[config.mk]
export PLATFORM = sky130hd
export DESIGN_NAME = load_use_hazard_unit_flat
export DESIGN_NICKNAME = d
export VERILOG_FILES = /design/src/rtl/load_use_hazard_unit_pkg.sv /design/src/rtl/load_use_hazard_unit_if.sv /design/src/rtl/load_use_hazard_unit_hazard_src_decode.sv /design/src/rtl/load_use_hazard_unit.sv /design/src/flat_wrapper.sv
export SDC_FILE = /design/constraint.sdc
export NUM_CORES = 1
export LEC_CHECK = 0
export ABC_AREA = 0
export ABC_CLOCK_PERIOD_IN_PS = 3000
export CAP_MARGIN = 30
export CELL_PAD_IN_SITES_DETAIL_PLACEMENT = 1
export CELL_PAD_IN_SITES_GLOBAL_PLACEMENT = 1
export CORE_MARGIN = 2
export CORE_UTILIZATION = 33
export DETAILED_ROUTE_END_ITERATION = 6
export PLACE_DENSITY = 0.87
export REMOVE_ABC_BUFFERS = 1
export SLEW_MARGIN = 5
export SYNTH_ARGS = -nofsm -noshare
export SYNTH_HDL_FRONTEND = slang
export SYNTH_SLANG_ARGS = --single-unit
[constraint.sdc]
create_clock -name clk -period 3 [get_ports clk]
set_input_delay 0.45 -clock clk [delete_from_list [all_inputs] [get_ports clk]]
set_output_delay 0.45 -clock clk [all_outputs]
set_load 0.02 [all_outputs]
[src/rtl/load_use_hazard_unit_pkg.sv]
// Shared RISC-V definitions for the decode-side hazard logic.
// Base-ISA major opcodes, used by both the hazard detector and the forwarding unit.
package load_use_hazard_unit_pkg;

  localparam logic [6:0] R_TYPE      = 7'b0110011;
  localparam logic [6:0] I_TYPE      = 7'b0010011;
  localparam logic [6:0] I_TYPE_LOAD = 7'b0000011;
  localparam logic [6:0] I_JALR      = 7'b1100111;
  localparam logic [6:0] S_TYPE      = 7'b0100011;
  localparam logic [6:0] B_TYPE      = 7'b1100011;
  localparam logic [6:0] LUI         = 7'b0110111;
  localparam logic [6:0] AUIPC       = 7'b0010111;
  localparam logic [6:0] JAL         = 7'b1101111;

  localparam int INSTR_W = 32;

endpackage

[src/rtl/load_use_hazard_unit_if.sv]
// Decode-side bus between the pipeline control and the load-use hazard unit.
// master drives the decode instruction and pipe status; slave returns the stall controls.
interface load_use_hazard_unit_if #(
  parameter int REG_AW  = 5,
  parameter int COUNT_W = 16
);
  logic [31:0]        instruction;
  logic               instr_valid;
  logic               flush;
  logic               dmem_stall;
  logic               stall_if;
  logic               stall_dec;
  logic               stall_ex;
  logic               bubble_ex;
  logic [REG_AW-1:0]  hazard_reg;
  logic [COUNT_W-1:0] stall_cycles;

  modport master (
    output instruction, instr_valid, flush, dmem_stall,
    input  stall_if, stall_dec, stall_ex, bubble_ex, hazard_reg, stall_cycles
  );

  modport slave (
    input  instruction, instr_valid, flush, dmem_stall,
    output stall_if, stall_dec, stall_ex, bubble_ex, hazard_reg, stall_cycles
  );
endinterface

[src/rtl/load_use_hazard_unit_hazard_src_decode.sv]
// Opcode to source-register usage decode; purely combinational, shared with the forwarding unit.
module hazard_src_decode
  import load_use_hazard_unit_pkg::*;
(
  input  logic [6:0] opcode,
  output logic       uses_rs1,
  output logic       uses_rs2,
  output logic       is_load
);

  // NOTE: every output gets a default before the case so no path leaves one unassigned (no latch).
  always_comb begin
    uses_rs1 = 1'b0;
    uses_rs2 = 1'b0;
    is_load  = 1'b0;
    unique case (opcode)
      R_TYPE, S_TYPE, B_TYPE: begin
        uses_rs1 = 1'b1;
        uses_rs2 = 1'b1;
      end
      I_TYPE, I_JALR: uses_rs1 = 1'b1;
      I_TYPE_LOAD: begin
        uses_rs1 = 1'b1;
        is_load  = 1'b1;
      end
      default: ;
    endcase
  end

endmodule

[src/rtl/load_use_hazard_unit.sv]
// Load-use hazard detector beside decode: tracks in-flight loads, stalls IF/DEC and bubbles EX
// until a dependent instruction can take the forwarded result; counts stall cycles.
module load_use_hazard_unit
  import load_use_hazard_unit_pkg::*;
#(
  parameter int LOAD_LAT = 1,
  parameter int REG_AW   = 5,
  parameter int COUNT_W  = 16
) (
  input  logic                  clk,
  input  logic                  rst,
  load_use_hazard_unit_if.slave bus
);

  logic [6:0]        opcode;
  logic [REG_AW-1:0] rs1, rs2, rd;
  logic              uses_rs1, uses_rs2, is_load;

  assign opcode = bus.instruction[6:0];
  assign rd     = REG_AW'(bus.instruction[11:7]);
  assign rs1    = REG_AW'(bus.instruction[19:15]);
  assign rs2    = REG_AW'(bus.instruction[24:20]);

  hazard_src_decode u_src_decode (
    .opcode   (opcode),
    .uses_rs1 (uses_rs1),
    .uses_rs2 (uses_rs2),
    .is_load  (is_load)
  );

  logic [LOAD_LAT-1:0]             ent_valid;
  logic [LOAD_LAT-1:0][REG_AW-1:0] ent_rd;
  logic                            live, lu_hit, capture;
  logic                            rs1_hit, rs2_hit, rs1_dep, rs2_dep;

  // entry[0] is one stage past decode; each older entry is one more cycle down the pipe.
  for (genvar i = 0; i < LOAD_LAT; i++) begin : g_trk
    logic              v_q;
    logic [REG_AW-1:0] rd_q;
    if (i == 0) begin : g_head
      // NOTE: the tracker is only LOAD_LAT flops, so it is reset; an async clear is what drops a stall at once.
      always_ff @(posedge clk or negedge rst) begin
        if (!rst) begin
          v_q  <= 1'b0;
          rd_q <= '0;
        end else if (!bus.dmem_stall) begin
          v_q  <= capture;
          rd_q <= rd;
        end
      end
    end else begin : g_tail
      always_ff @(posedge clk or negedge rst) begin
        if (!rst) begin
          v_q  <= 1'b0;
          rd_q <= '0;
        end else if (!bus.dmem_stall) begin
          v_q  <= ent_valid[i-1];
          rd_q <= ent_rd[i-1];
        end
      end
    end
    assign ent_valid[i] = v_q;
    assign ent_rd[i]    = rd_q;
  end

  always_comb begin
    rs1_hit = 1'b0;
    rs2_hit = 1'b0;
    for (int k = 0; k < LOAD_LAT; k++) begin
      if (ent_valid[k] && ent_rd[k] == rs1) rs1_hit = 1'b1;
      if (ent_valid[k] && ent_rd[k] == rs2) rs2_hit = 1'b1;
    end
  end

  assign live    = bus.instr_valid && !bus.flush;
  assign rs1_dep = live && uses_rs1 && (rs1 != '0) && rs1_hit;
  assign rs2_dep = live && uses_rs2 && (rs2 != '0) && rs2_hit;
  assign lu_hit  = rs1_dep || rs2_dep;

  // A stalled load stays in decode, so it is only recorded on the cycle it actually leaves.
  assign capture = live && !lu_hit && is_load && (rd != '0);

  assign bus.stall_if   = lu_hit || bus.dmem_stall;
  assign bus.stall_dec  = lu_hit || bus.dmem_stall;
  assign bus.stall_ex   = bus.dmem_stall;
  assign bus.bubble_ex  = lu_hit && !bus.dmem_stall;
  assign bus.hazard_reg = rs1_dep ? rs1 : (rs2_dep ? rs2 : '0);

  logic [COUNT_W-1:0] stall_cnt;

  // NOTE: state registers use non-blocking assignment so every flop samples pre-edge values.
  always_ff @(posedge clk or negedge rst) begin
    if (!rst) begin
      stall_cnt <= '0;
    end else if (bus.stall_if && (stall_cnt != '1)) begin
      stall_cnt <= stall_cnt + 1'b1;
    end
  end

  assign bus.stall_cycles = stall_cnt;

endmodule

[src/flat_wrapper.sv]
// flat-port wrapper written by rule: the top's interface ports become plain ports
module load_use_hazard_unit_flat import load_use_hazard_unit_pkg::*;
#(
  parameter int LOAD_LAT = 1,
  parameter int REG_AW   = 5,
  parameter int COUNT_W  = 16
)
  (clk, rst, bus_instruction, bus_instr_valid, bus_flush, bus_dmem_stall, bus_stall_if, bus_stall_dec, bus_stall_ex, bus_bubble_ex, bus_hazard_reg, bus_stall_cycles);
  load_use_hazard_unit_if #(.REG_AW(REG_AW), .COUNT_W(COUNT_W)) bus_i ();
  input  logic clk;
  input  logic rst;
  input wire logic [$bits(bus_i.instruction)-1:0] bus_instruction;
  input wire logic [$bits(bus_i.instr_valid)-1:0] bus_instr_valid;
  input wire logic [$bits(bus_i.flush)-1:0] bus_flush;
  input wire logic [$bits(bus_i.dmem_stall)-1:0] bus_dmem_stall;
  output wire logic [$bits(bus_i.stall_if)-1:0] bus_stall_if;
  output wire logic [$bits(bus_i.stall_dec)-1:0] bus_stall_dec;
  output wire logic [$bits(bus_i.stall_ex)-1:0] bus_stall_ex;
  output wire logic [$bits(bus_i.bubble_ex)-1:0] bus_bubble_ex;
  output wire logic [$bits(bus_i.hazard_reg)-1:0] bus_hazard_reg;
  output wire logic [$bits(bus_i.stall_cycles)-1:0] bus_stall_cycles;
  assign bus_i.instruction = bus_instruction;
  assign bus_i.instr_valid = bus_instr_valid;
  assign bus_i.flush = bus_flush;
  assign bus_i.dmem_stall = bus_dmem_stall;
  assign bus_stall_if = bus_i.stall_if;
  assign bus_stall_dec = bus_i.stall_dec;
  assign bus_stall_ex = bus_i.stall_ex;
  assign bus_bubble_ex = bus_i.bubble_ex;
  assign bus_hazard_reg = bus_i.hazard_reg;
  assign bus_stall_cycles = bus_i.stall_cycles;
  load_use_hazard_unit #(.LOAD_LAT(LOAD_LAT), .REG_AW(REG_AW), .COUNT_W(COUNT_W)) u_core (.clk(clk), .rst(rst), .bus(bus_i));
endmodule
==> flow_summary.json <==
{
  "post_cts_buffers": 0,
  "critPathCapture": "bus_stall_dec",
  "num_io_pins": 62,
  "cts_tree": "yes",
  "drc": 0,
  "initial_utilization_pct": 34.3,
  "fin_skew_ns": 0.00495,
  "synth_area_per_cell_um2": 9.88,
  "rr_startpoint": "u_core.ent_rd[3]",
  "max-cap-violations": 0,
  "cp.arrival_ns": 2.43,
  "post-dp-hpwl_mm": 3.03,
  "dr.pass1.iters": 4,
  "timing.rr.end": "u_core.bus.stall_cycles[13]",
  "status": "finished, final reports clean",
  "wl_per_cell_um": 15.3,
  "vdd_drop_max_v": 0.000486,
  "ys_types": 34,
  "finalCritPeriodShare_pct": 95.9,
  "root_buffer": "clkbuf_8",
  "io_buffers": 51,
  "gp_congestion": 0.736,
  "drt-initial-drc-count": 41,
  "pwr-share-clk_pct": 19.7,
  "row_count": 23,
  "setup_viol": 0,
  "max_freq_mhz": 348,
  "worstMarginPinSlew_ns": 0.426,
  "fin_nets": 240,
  "r2r_setup_slack_ns": 0.82,
  "max_stage_delay_ns": 0.50,
  "total_power_mw": 0.942,
  "worstPathRequired_ns": 2.55,
  "grt_start_max_net_pins": 23,
  "synthToLayoutAreaGrowth_pct": 48.0,
  "final_common_cell": "clkdlybuf4s50_1",
  "whs_ns": 0.490,
  "endpoint_kind": "output port",
  "cts_buffer_depth": 2,
  "grt_pass1_vias": 1350,
  "fin_area_um2": 2030,
  "worst_r2r_path_depth": 7,
  "dpl_cell_area_um2": 2000,
  "combinationalPowerShare_pct": 35.9,
  "p_seq_share_pct": 44.3,
  "ys.warnings.count": 0,
  "final_max_slew_viol_count": 0,
  "crit_start": "bus_instr_valid",
  "period_needed_ns": 2.88,
  "clk_pin_slew_ns": 0.08,
  "dr_total_vias": 1262,
  "cpMaxStageDelayCell": "clkdlybuf4s50_1",
  "drive_above_1_share_pct": 15.0,
  "swShare_pct": 33.7,
  "antennaDiodeCount": 0,
  "die-area_um2": 4690,
  "final_cell_mix": "clkdlybuf4s50_1 (43), dfrtp_1 (22), nand2_1 (16)",
  "hp-class": "reg -> reg",
  "power.switching_mw": 0.317,
  "hold_viol_final": 0,
  "ys_seq_area_share_pct": 40.1,
  "grt_antenna_before_repair": 0,
  "synth_cells": 139,
  "htree_levels": 1,
  "grt_setup_unrepaired": "no",
  "path_cells": "clkdlybuf4s50_1 -> nand4b_4 -> a2111oi_4 -> o2111a_2 -> buf_4 -> nor3_4 -> inv_1 -> dlygate4sd2_1",
  "leakagePower_nw": 0.900,
  "grt_usage_pct": 17.7,
  "postRouteAntennaNets": 0,
  "core_area_um2": 4000,
  "dp.cells": 247,
  "max_slew_margin_pct": 71.6,
  "startpoint_type": "input pin",
  "p_int_mw": 0.624,
  "cp_max_fo": 3,
  "grt_overflow": 0,
  "syn_area_um2": 1370,
  "worstSkewPairLatency_ns": 0.26,
  "grt_pass1_wl_mm": 6.22,
  "die_w_um": 68.5,
  "via_per_inst": 5.05,
  "finalWirelength_mm": 3.82,
  "pwr_density_cell_nw_per_um2": 463,
  "cts-buffers-inserted": 3,
  "nFillCells": 477,
  "die_h_um": 68.5,
  "clkSinkCount": 22,
  "final_cells": 250,
  "critical_path_class": "in -> out",
  "synth_seq_cells": 22
}
[what timing repair did]
| item | in CTS | in global routing |
|---|---|---|
| endpoints found under the hold margin | 0 | 0 |
| gates resized for setup | 11 | 2 |
| endpoints found under the setup margin | 8 | 2 |
| hold buffers | 0 | 0 |
[through the flow]
step / setup TNS [ns] / worst slack (ns) / util [%]
CTS: 0 / 0.103 / 50.8
detailed placement: -1.46 / -0.204 / 49.9
floorplan: 0 / 0.735 / -
global route: 0 / 0.00294 / 50.8
finish: 0 / 0.122 / 50.8
global placement: -1.17 / -0.165 / 49.9
[flip-flops by register name (all words and copies together) (netlist names)]
signal	count
u_core.bus.stall_cycles	16
u_core.ent_valid	1
u_core.ent_rd	5
[worst min-delay path by stage]
stage / start / end / slack [ns] / cells past startpoint
2_1_floorplan: rst / u_core.bus.stall_cycles[0] / 0.15 / 0
3_3_place_gp: u_core.ent_valid / u_core.ent_valid / 0.47 / 2
3_5_place_dp: u_core.ent_valid / u_core.ent_valid / 0.47 / 2
4_1_cts: u_core.ent_valid / u_core.ent_valid / 0.49 / 2
5_1_grt: u_core.bus.stall_cycles[6] / u_core.bus.stall_cycles[6] / 0.54 / 1
6_report: u_core.ent_valid / u_core.ent_valid / 0.49 / 2
[power by group through the flow]
stage / Combinational, mW / Clock (mW) / Sequential, mW
final: 0.338 / 0.186 / 0.417
after global routing: 0.370 / 0.203 / 0.430
after CTS: 0.344 / 0.189 / 0.418
after detailed placement: 0.342 / 0 / 0.422
after global placement: 0.333 / 0 / 0.421
after floorplan: 0.105 / 0 / 0.469
[kinds of logic after synthesis]
kind of cell             after synthesis  share of synthesized area (%)
AO/OA/AOI/OAI                         15                           10.4
XOR/XNOR                              18                           11.5
adder cells (fa/ha/maj)                1                          0.911
buffers and inverters                 11                           4.64
flip-flops                            22                           40.1
multiplexers                           7                           5.74
AND/OR/NAND/NOR                       65                           26.8
[critical path, delay by kind of cell]
family	cells	cell delay, ns
AO/OA/AOI/OAI	2	0.71
AND/OR/NAND/NOR	2	0.17
buffers and inverters	4	1.09
[layout make-up]
cell class	instances	area (um2)	share of cell area [%]
clock buffers	3	41.3	2.03
inverters	6	22.5	1.11
multi-input cells	106	763	37.5
flip-flops and latches	22	551	27.1
well taps	50	62.6	3.08
repair buffers	63	593	29.2
[cells in the mapped netlist (all sizes together)]
| master | number | area, um2 |
|---|---|---|
| and2 | 1 | 6.26 |
| ha | 1 | 12.5 |
| nor4 | 3 | 18.8 |
| inv | 6 | 22.5 |
| a41oi | 2 | 17.5 |
| dfrtp | 22 | 551 |
| nor3 | 11 | 66.3 |
| nand4 | 3 | 18.8 |
| xnor2 | 3 | 26.3 |
| a21oi | 2 | 10.0 |
| nand2 | 16 | 60.1 |
| o31ai | 2 | 28.8 |
| a2111oi | 1 | 27.5 |
| nand2b | 1 | 13.8 |
| and4 | 1 | 8.76 |
| o22a | 1 | 8.76 |
| buf | 5 | 41.3 |
| o21ai | 4 | 20.0 |
| xor2 | 15 | 131 |
| or4 | 1 | 7.51 |
| mux2 | 7 | 78.8 |
| nor4b | 1 | 15.0 |
| and3 | 7 | 43.8 |
| o221a | 1 | 11.3 |
| a21boi | 1 | 7.51 |
| o2111a | 1 | 11.3 |
| nor2 | 8 | 30.0 |
| nand3 | 11 | 55.1 |
| nand4b | 1 | 23.8 |
[layer usage]
layer,track usage [%],routed length (um)
met5,0,0
met4,4.50,44
met3,2.60,265
met2,32.3,1820
met1,21.7,1690
Power figures use the tool's default switching activity.
